--- config.mk ---
export PLATFORM = sky130hd
export DESIGN_NAME = ppi_strobed_port_flat
export DESIGN_NICKNAME = d
export VERILOG_FILES = /design/src/rtl/ppi_pkg.sv /design/src/rtl/ppi_strobed_port_if.sv /design/src/rtl/ppi_edge_sync.sv /design/src/rtl/ppi_strobed_port.sv /design/src/flat_wrapper.sv
export SDC_FILE = /design/constraint.sdc
export NUM_CORES = 1
export LEC_CHECK = 0
export ABC_CLOCK_PERIOD_IN_PS = 2000
export BUFFER_PORTS_ARGS = -buffer_cell sky130_fd_sc_hd__buf_2
export CAP_MARGIN = 30
export CORE_UTILIZATION = 36
export DETAILED_ROUTE_END_ITERATION = 10
export PLACE_DENSITY = 0.64
export SYNTH_ARGS = -nofsm -noshare
export SYNTH_HDL_FRONTEND = slang
export SYNTH_SLANG_ARGS = --single-unit
--- constraint.sdc ---
create_clock -name clk -period 2 [get_ports clk]
set_clock_uncertainty 0.15 [all_clocks]
set_input_delay 0.3 -clock clk [delete_from_list [all_inputs] [get_ports clk]]
set_output_delay 0.3 -clock clk [all_outputs]
set_load 0.005 [all_outputs]
--- src/rtl/ppi_pkg.sv ---
// Shared types and constants for the 8255 port-group controller.
// Latency: n/a (declarations only).
// Backpressure: n/a.
package ppi_pkg;

  localparam int PPI_WIDTH = 8;

  localparam logic MODE0   = 1'b0;
  localparam logic MODE1   = 1'b1;
  localparam logic DIR_IN  = 1'b1;
  localparam logic DIR_OUT = 1'b0;

  typedef enum logic [1:0] {
    IN_EMPTY  = 2'd0,
    IN_FULL   = 2'd1,
    OUT_EMPTY = 2'd2,
    OUT_FULL  = 2'd3
  } port_state_e;

  // Idle state a freshly configured port starts from, chosen by direction.
  function automatic port_state_e empty_state(input logic dir);
    return (dir == DIR_IN) ? IN_EMPTY : OUT_EMPTY;
  endfunction

endpackage

--- src/rtl/ppi_strobed_port_if.sv ---
// Bus-side and pin-side signal bundle of one PPI port group.
// Latency: n/a (wiring only).
// Backpressure: n/a; handshakes are the 8255 STB/IBF and OBF/ACK pairs.
interface ppi_strobed_port_if
  import ppi_pkg::*;
#(
  parameter int WIDTH = PPI_WIDTH
) ();

  logic             cfg_wr;
  logic             mode_en;
  logic             dir_in;
  logic             inte;
  logic             cpu_rd;
  logic             cpu_wr;
  logic [WIDTH-1:0] cpu_wdata;
  logic [WIDTH-1:0] cpu_rdata;
  logic [WIDTH-1:0] port_in;
  logic [WIDTH-1:0] port_out;
  logic             port_oe;
  logic             stb_n;
  logic             ibf;
  logic             ack_n;
  logic             obf_n;
  logic             intr;

  // Bus buffer / peripheral side
  modport master (
    output cfg_wr, mode_en, dir_in, inte, cpu_rd, cpu_wr, cpu_wdata,
    output port_in, stb_n, ack_n,
    input  cpu_rdata, port_out, port_oe, ibf, obf_n, intr
  );

  // Port controller side
  modport slave (
    input  cfg_wr, mode_en, dir_in, inte, cpu_rd, cpu_wr, cpu_wdata,
    input  port_in, stb_n, ack_n,
    output cpu_rdata, port_out, port_oe, ibf, obf_n, intr
  );

endinterface

--- src/rtl/ppi_edge_sync.sv ---
// Synchronises an async active-low handshake pin and emits one-cycle rise/fall pulses.
// Latency: SYNC_STAGES+1 clocks from pin edge to pulse (registered pulse output).
// Backpressure: none; every settled pin transition yields exactly one pulse.
module ppi_edge_sync #(
  parameter int SYNC_STAGES = 2  // must be >= 2
) (
  input  logic clk,
  input  logic rst_n,
  input  logic async_i,
  output logic rise_o,
  output logic fall_o
);

  logic [SYNC_STAGES-1:0] sync_q;
  logic                   last_q;
  logic                   rise_q;
  logic                   fall_q;

  // Sync chain, edge-history flop and pulse flops; all idle high so reset release is edge-free
  always_ff @(posedge clk or negedge rst_n) begin
    if (!rst_n) begin
      sync_q <= '1;
      last_q <= 1'b1;
      rise_q <= 1'b0;
      fall_q <= 1'b0;
    end else begin
      sync_q <= {sync_q[SYNC_STAGES-2:0], async_i};
      last_q <= sync_q[SYNC_STAGES-1];
      rise_q <= ~last_q & sync_q[SYNC_STAGES-1];
      fall_q <= last_q & ~sync_q[SYNC_STAGES-1];
    end
  end

  assign rise_o = rise_q;
  assign fall_o = fall_q;

endmodule

--- src/rtl/ppi_strobed_port.sv ---
// 8255 port-group controller: Mode 0 latched I/O, Mode 1 strobed I/O with IBF/OBF and INTR.
// Latency: data and flags update one clock after the bus event; pin strobes add SYNC_STAGES+1.
// Backpressure: none; Mode 1 input overrun overwrites the latch, flags only report buffer state.
module ppi_strobed_port
  import ppi_pkg::*;
#(
  parameter int WIDTH       = PPI_WIDTH,
  parameter int SYNC_STAGES = 2
) (
  input logic               clk,
  input logic               rst_n,
  ppi_strobed_port_if.slave bus
);

  port_state_e      state_q, state_d;
  logic             mode_q, mode_d;
  logic             dir_q, dir_d;
  logic [WIDTH-1:0] in_q, in_d;     // Mode 0 pin sample / Mode 1 input latch
  logic [WIDTH-1:0] out_q, out_d;   // output latch, read back in output direction
  logic             req_q, req_d;   // interrupt request before the inte gate
  logic             stb_rise, stb_fall;
  logic             ack_rise, ack_fall;

  ppi_edge_sync #(.SYNC_STAGES(SYNC_STAGES)) u_stb_sync (
    .clk    (clk),
    .rst_n  (rst_n),
    .async_i(bus.stb_n),
    .rise_o (stb_rise),
    .fall_o (stb_fall)
  );

  ppi_edge_sync #(.SYNC_STAGES(SYNC_STAGES)) u_ack_sync (
    .clk    (clk),
    .rst_n  (rst_n),
    .async_i(bus.ack_n),
    .rise_o (ack_rise),
    .fall_o (ack_fall)
  );

  // State register: handshake FSM, latched configuration and data latches
  always_ff @(posedge clk or negedge rst_n) begin
    if (!rst_n) begin
      state_q <= IN_EMPTY;
      mode_q  <= MODE0;
      dir_q   <= DIR_IN;
      in_q    <= '0;
      out_q   <= '0;
      req_q   <= 1'b0;
    end else begin
      state_q <= state_d;
      mode_q  <= mode_d;
      dir_q   <= dir_d;
      in_q    <= in_d;
      out_q   <= out_d;
      req_q   <= req_d;
    end
  end

  // Next state: configuration first, then per-mode handshake rules (set beats clear where they meet)
  always_comb begin
    state_d = state_q;
    mode_d  = mode_q;
    dir_d   = dir_q;
    in_d    = in_q;
    out_d   = out_q;
    req_d   = req_q;
    if (bus.cfg_wr) begin
      mode_d  = bus.mode_en;
      dir_d   = bus.dir_in;
      out_d   = '0;
      req_d   = 1'b0;
      state_d = empty_state(bus.dir_in);
    end else if (mode_q == MODE0) begin
      if (dir_q == DIR_IN) begin
        in_d = bus.port_in;
      end else if (bus.cpu_wr) begin
        out_d = bus.cpu_wdata;
      end
    end else if (dir_q == DIR_IN) begin
      // Request is recorded regardless of inte so re-enabling can restore intr
      if (stb_rise && state_q == IN_FULL) req_d = 1'b1;
      if (bus.cpu_rd) begin
        req_d   = 1'b0;
        state_d = IN_EMPTY;
      end
      if (stb_fall) begin
        in_d    = bus.port_in;
        state_d = IN_FULL;
      end
    end else begin
      if (ack_fall && state_q == OUT_FULL) state_d = OUT_EMPTY;
      if (ack_rise && state_q == OUT_EMPTY) req_d = 1'b1;
      if (bus.cpu_wr) begin
        out_d   = bus.cpu_wdata;
        req_d   = 1'b0;
        state_d = OUT_FULL;
      end
    end
  end

  // Outputs: flags decoded from the registered state, intr gated live by inte
  always_comb begin
    bus.ibf       = (mode_q == MODE1) && (state_q == IN_FULL);
    bus.obf_n     = !((mode_q == MODE1) && (state_q == OUT_FULL));
    bus.intr      = req_q & bus.inte;
    bus.port_oe   = (dir_q == DIR_OUT);
    bus.port_out  = out_q;
    bus.cpu_rdata = (dir_q == DIR_IN) ? in_q : out_q;
  end

endmodule

--- src/flat_wrapper.sv ---
// flat-port wrapper written by rule: the top's interface ports become plain ports
module ppi_strobed_port_flat import ppi_pkg::*;
#(
  parameter int WIDTH       = PPI_WIDTH,
  parameter int SYNC_STAGES = 2
)
  (clk, rst_n, bus_cfg_wr, bus_mode_en, bus_dir_in, bus_inte, bus_cpu_rd, bus_cpu_wr, bus_cpu_wdata, bus_port_in, bus_stb_n, bus_ack_n, bus_cpu_rdata, bus_port_out, bus_port_oe, bus_ibf, bus_obf_n, bus_intr);
  ppi_strobed_port_if #(.WIDTH(WIDTH)) bus_i ();
  input logic clk;
  input logic rst_n;
  input wire logic [$bits(bus_i.cfg_wr)-1:0] bus_cfg_wr;
  input wire logic [$bits(bus_i.mode_en)-1:0] bus_mode_en;
  input wire logic [$bits(bus_i.dir_in)-1:0] bus_dir_in;
  input wire logic [$bits(bus_i.inte)-1:0] bus_inte;
  input wire logic [$bits(bus_i.cpu_rd)-1:0] bus_cpu_rd;
  input wire logic [$bits(bus_i.cpu_wr)-1:0] bus_cpu_wr;
  input wire logic [$bits(bus_i.cpu_wdata)-1:0] bus_cpu_wdata;
  input wire logic [$bits(bus_i.port_in)-1:0] bus_port_in;
  input wire logic [$bits(bus_i.stb_n)-1:0] bus_stb_n;
  input wire logic [$bits(bus_i.ack_n)-1:0] bus_ack_n;
  output wire logic [$bits(bus_i.cpu_rdata)-1:0] bus_cpu_rdata;
  output wire logic [$bits(bus_i.port_out)-1:0] bus_port_out;
  output wire logic [$bits(bus_i.port_oe)-1:0] bus_port_oe;
  output wire logic [$bits(bus_i.ibf)-1:0] bus_ibf;
  output wire logic [$bits(bus_i.obf_n)-1:0] bus_obf_n;
  output wire logic [$bits(bus_i.intr)-1:0] bus_intr;
  assign bus_i.cfg_wr = bus_cfg_wr;
  assign bus_i.mode_en = bus_mode_en;
  assign bus_i.dir_in = bus_dir_in;
  assign bus_i.inte = bus_inte;
  assign bus_i.cpu_rd = bus_cpu_rd;
  assign bus_i.cpu_wr = bus_cpu_wr;
  assign bus_i.cpu_wdata = bus_cpu_wdata;
  assign bus_i.port_in = bus_port_in;
  assign bus_i.stb_n = bus_stb_n;
  assign bus_i.ack_n = bus_ack_n;
  assign bus_cpu_rdata = bus_i.cpu_rdata;
  assign bus_port_out = bus_i.port_out;
  assign bus_port_oe = bus_i.port_oe;
  assign bus_ibf = bus_i.ibf;
  assign bus_obf_n = bus_i.obf_n;
  assign bus_intr = bus_i.intr;
  ppi_strobed_port #(.WIDTH(WIDTH), .SYNC_STAGES(SYNC_STAGES)) u_core (.clk(clk), .rst_n(rst_n), .bus(bus_i));
endmodule
==> results of run 1 <==
-- metrics by stage --
step	power, W	area [µm²]	cells	setup slack, ps
after floorplan	0.000897	1340	115	455
after global placement	0.000998	1610	203	298
after detailed placement	0.00101	1610	203	250
after CTS	0.00148	1720	214	34.3
after global routing	0.00156	1740	216	49.1
final	0.00146	1740	216	100
-- power breakdown --
group | internal (W) | switching, W | total [W]
registers | 0.000707 | 0.0000513 | 0.000758
clock network | 0.000243 | 0.000214 | 0.000457
logic | 0.000142 | 0.000106 | 0.000248
-- worst min path at each step --
stage	endpoint
CTS	u_core.mode_q
detailed placement	u_core.u_ack_sync.sync_q[1]
global placement	u_core.u_ack_sync.sync_q[1]
finish	u_core.mode_q
floorplan	u_core.bus.port_out[0]
global route	u_core.in_q[1]
-- worst reg2reg max path: stages (launching register included) --
cell and delay (ps):
dfstp_4 520, buf_4 170, nor2b_1 520, o21ai_0 200
a31oi_1 150
-- final cells by class --
| cell class | instances | area share, % |
|---|---|---|
| clock buffer | 7 | 4.39 |
| clock inverter | 1 | 0.288 |
| inverter | 4 | 0.863 |
| multi-input combinational | 75 | 29.4 |
| sequential | 31 | 45.3 |
| tap | 46 | 3.31 |
| timing repair buffer | 52 | 16.4 |
-- registers in the layout, summed over array words and instances, names as in the netlist --
name	count
u_core.state_q	2
u_core.u_ack_sync.sync_q	2
u_core.in_q	8
u_core.u_stb_sync.fall_o	1
u_core.req_q	1
u_core.u_stb_sync.sync_q	2
u_core.mode_q	1
u_core.u_ack_sync.last_q	1
u_core.u_stb_sync.last_q	1
u_core.u_ack_sync.fall_o	1
u_core.dir_q	1
u_core.bus.port_out	8
u_core.u_stb_sync.rise_o	1
u_core.u_ack_sync.rise_o	1
-- per-layer routing --
metal | share of wire [%] | GRT usage, % | vias up | wire length [µm]
li1 | - | - | 495 | -
met5 | 0 | 0 | - | 0
met2 | 46 | 24.5 | 42 | 1300
met1 | 45 | 20.3 | 479 | 1290
met4 | 0.63 | 6.98 | 0 | 18
met3 | 8.3 | 7.48 | 2 | 236
-- synthesized netlist by cell type, types with 2 or more instances --
master | instances | area [µm²]
a21oi_1 | 10 | 50.1
and2_1 | 2 | 12.5
and3b_1 | 2 | 17.5
buf_4 | 2 | 15.0
clkbuf_1 | 2 | 7.51
dfrtp_1 | 24 | 601
dfstp_2 | 7 | 184
inv_1 | 4 | 15.0
mux2_2 | 16 | 180
nand2_1 | 22 | 82.6
nand3_1 | 2 | 10.0
nor2_1 | 3 | 11.3
nor2b_1 | 5 | 31.3
o21ai_0 | 3 | 15.0
-- cell families after synthesis --
kind of cell,count (synthesis),synth area share [%]
AND/OR/NAND/NOR,40,15.2
flip-flops,31,58.6
AO/OA/AOI/OAI,19,9.53
multiplexers,16,13.5
buffers and inverters,9,3.18
-- repair_timing --
item	CTS	global route
setup endpoints to repair	1	1
setup buffers	0	2
resized for setup	1	0
hold buffers	3	0
hold endpoints to repair	26	0
==> results.toml, run 1 <==
[run_status]
status = "complete, no violations"

[sta]
setup_viol = 0
hold_ws_ps = 96.9
fin_crit_sh_pct = 95.0
finalSetupTns_ps = 0
rsz0062_at_grt = "false"
slew-limit-headroom_pct = 55.4
worst_pin_slew_ps = 670
slew_viol_final = 0
hold_viol = 0
period_minus_slack_ps = 1900
max_freq_ghz = 0.526

[layout]
final_cell_mix = "buf_2 (45), dfrtp_1 (24), nand2_1 (22)"
drive_above_1_share_pct = 48.2
postLayoutCoreUtil_pct = 50.5
syn_to_final_growth_pct = 29.9
final_common_cell = "buf_2"
fillers = 338
seqCellArea_um2 = 788
nets = 195
multiInputGateArea_um2 = 512
antenna_cells = 0

[floorplan]
coreArea_um2 = 3440
fp-row-count = 21
die_area_um2 = 3970
dieHeight_um = 63.0
die_x_um = 63.0
boundaryPins = 46
start_util_pct = 38.9

[placement]
portBuffers = 45
place.gp.congestion = 0.769
hpwl_um = 2000

[power_and_ir_drop]
power_leakage_nw = 0.841
p_per_area_nw_per_um2 = 841
peakVddDrop_uv = 428

[worst_hold_path]
worst_hold_path.num_cells = 3
hold_start = "bus_mode_en"
hp-class = "in -> reg"

[clock_network]
cts_buffers = 5
cts_tree = "done"
htreeDepth = 2
insertion_delay_ps = 280
clock_path_buffers = 2
clk_pin_slew_ps = 60
clock_sinks = 31
clock-root-buffer = "clkbuf_8"

[setup_path]
critPathTopFamily = "flip-flops"
cp-end-kind = "output port"
r2r_cells = 4
cp.depth = 2
cp.required_ps = 1550
worstReg2RegEnd = "u_core.state_q[0]"
cp-endpoint = "bus_cpu_rdata[2]"
crit_buf_inv = 1
startpoint = "u_core.dir_q"
crit_type = "reg -> out"
crit_chain = "mux2_2 > buf_2"
crit_path_max_fanout = 11
slowest_stage = "dfstp_4"
cp-start-kind = "flop"
worstReg2RegStart = "u_core.dir_q"
slowest_delay_ps = 690
r2r_slack_ps = 220
arrival_ps = 1450

[logic_synthesis]
ys_ff_latch = 31
synth_area_um2 = 1340
synth_nets = 141
synth_edf_count = 0
async_flop_share_pct = 100
ys_types = 25
synth_seq_area_share_pct = 58.6
avgSynthCellArea_um2 = 11.6
synth_ff_type = "dfrtp_1"
syn_inst = 115
yosys_warnings = 0

[routing]
wl_per_cell_um = 13.2
post-route-drc-count = 0
drtAntennaViolNets = 0
vias = 1018
viasPerCell = 4.71
dr.pass1.iters = 3
finalWirelength_um = 2840
drt_iter0_markers = 64

[grt]
antenna_found_initial = 0
grt_util_all_layers_pct = 16.4
grt_max_degree = 32
grt_pass1_wl_um = 4880
overflow = 0
grt_pass1_vias = 1078

[job]
drv_cap = 0
Note: power is estimated with default switching activity, not from simulation.
==> inputs of run 2 (changes only) <==
--- a/config.mk
+++ b/config.mk
@@ -5,9 +5,9 @@
 export SDC_FILE = /design/constraint.sdc
 export NUM_CORES = 1
 export LEC_CHECK = 0
-export ABC_CLOCK_PERIOD_IN_PS = 2000
 export BUFFER_PORTS_ARGS = -buffer_cell sky130_fd_sc_hd__buf_2
 export CAP_MARGIN = 30
+export CORE_ASPECT_RATIO = 1.1
 export CORE_UTILIZATION = 36
 export DETAILED_ROUTE_END_ITERATION = 10
 export PLACE_DENSITY = 0.64
==> run 2 against run 1 <==
Net effect: fmax is 3.2% lower; die area barely moved; highest routed layer unchanged; first-iteration DRC count is 61% lower; count of clock-buffer cells in the layout is 1 higher; largest power group unchanged; clock power down 7.2%; final cell count grew 0.93%; sequential share of layout area increased by 0.26 points; utilization fell by 0.27 points; design area is 0.58% lower; sequential power about the same; register-to-register slack worse by 30 ps.
==> results.toml, run 2 (synthesis results as in run 1) <==
[sta]
slew_viol_final = 0
worst_pin_slew_ps = 682
setup_viol = 0
fin_crit_sh_pct = 98.1
hold_ws_ps = 24.9
max_freq_ghz = 0.510
rsz0062_at_grt = "true"
period_minus_slack_ps = 1960
slew-limit-headroom_pct = 54.5
hold_viol = 0
finalSetupTns_ps = 0

[power_and_ir_drop]
p_per_area_nw_per_um2 = 825
finalPower_w = 0.00143
peakVddDrop_uv = 419
power_leakage_nw = 0.837

[setup_path]
arrival_ps = 1510
cp-start-kind = "flop"
crit_chain = "mux2_2 > buf_2"
slowest_delay_ps = 700
crit_path_max_fanout = 10
slowest_stage = "dfstp_4"
cp.required_ps = 1550
crit_type = "reg -> out"
cp-end-kind = "output port"

[routing]
drt_iter0_markers = 25
drtAntennaViolNets = 0
vias = 1016
dr.pass1.iters = 4
wl_per_cell_um = 13.1
viasPerCell = 4.66
post-route-drc-count = 0
finalWirelength_um = 2860

[grt]
overflow = 0
antenna_found_initial = 0
grt_max_degree = 32
grt_util_all_layers_pct = 16.3
grt_pass1_vias = 988
grt_pass1_wl_um = 4580

[placement]
place.gp.congestion = 0.763
portBuffers = 45
hpwl_um = 1970
dp_cells = 205

[clock_network]
clk_pin_slew_ps = 100
clock_path_buffers = 2
cts_buffers = 5
insertion_delay_ps = 330
cts_tree = "done"
clock-root-buffer = "clkbuf_4"
clock_sinks = 31
htreeDepth = 2

[floorplan]
fp-row-count = 22
coreArea_um2 = 3440
boundaryPins = 46
start_util_pct = 38.9
die_area_um2 = 3970
dieHeight_um = 66.0
die_x_um = 60.1

[run_status]
status = "complete, no violations"

[layout]
fillers = 327
fin_cells = 218
final_common_cell = "buf_2"
syn_to_final_growth_pct = 29.2
final_cell_mix = "buf_2 (45), dfrtp_1 (24), nand2_1 (22)"
nets = 195
antenna_cells = 0
drive_above_1_share_pct = 48.8

[job]
drv_cap = 0

[worst_hold_path]
hp-class = "in -> reg"
-- run 2: per-stage QoR --
step	area [µm²]	setup slack, ps	util, %
after floorplan	1340	455	-
after global placement	1610	323	46.8
after detailed placement	1610	274	46.8
after CTS	1720	1.02	50.0
after global routing	1730	-18.8	50.3
final	1730	37.6	50.3
-- run 2: path summary, 6_finish.rpt --
| kind | end | depth (start not counted) | start | slack (ps) |
|---|---|---|---|---|
| hold reg to reg | u_core.u_stb_sync.sync_q[1] | 0 | u_core.u_stb_sync.sync_q[0] | 210 |
| min in group asynchronous | u_core.u_ack_sync.rise_o | 2 | rst_n | 390 |
| setup reg to reg | u_core.req_q | 4 | u_core.dir_q | 190 |
| max in group asynchronous | u_core.bus.port_out[4] | 2 | rst_n | 870 |
| setup / recovery | bus_cpu_rdata[0] | 2 | u_core.dir_q | 40 |
| hold / removal | u_core.mode_q | 3 | bus_mode_en | 20 |
-- run 2: layer usage --
| layer | wire length [µm] | vias up | global-route usage, % |
|---|---|---|---|
| met5 | 0 | - | 0 |
| met4 | 65 | 0 | 8.72 |
| met2 | 1370 | 27 | 24.9 |
| li1 | - | 493 | - |
| met1 | 1270 | 491 | 20.2 |
| met3 | 150 | 5 | 5.09 |
-- run 2: repair_timing --
| item | 4_1_cts | 5_1_grt |
|---|---|---|
| setup buffers | 1 | 1 |
| hold buffers | 3 | 0 |
| setup endpoints to repair | 8 | 8 |
| resized for setup | 1 | 0 |
| hold endpoints to repair | 26 | 0 |
-- run 2: cell type report --
type,count,area [µm²],share of cell area [%]
clock buffers,8,68.8,3.98
inverters,4,15.0,0.868
multi-input cells,75,512,29.6
flip-flops and latches,31,788,45.6
well taps,48,60.1,3.47
repair buffers,52,285,16.5
-- run 2: where the power goes --
part | internal (W) | switching, W
combinational | 0.000142 | 0.000105
sequential | 0.000705 | 0.0000507
clock | 0.000207 | 0.000217
total | 0.00105 | 0.000373
-- run 2: critical path, delay by kind of cell (launching register included) --
| kind | cells | cell delay, ps |
|---|---|---|
| flip-flops | 1 | 700 |
| multiplexers | 1 | 350 |
| buffers and inverters | 1 | 130 |
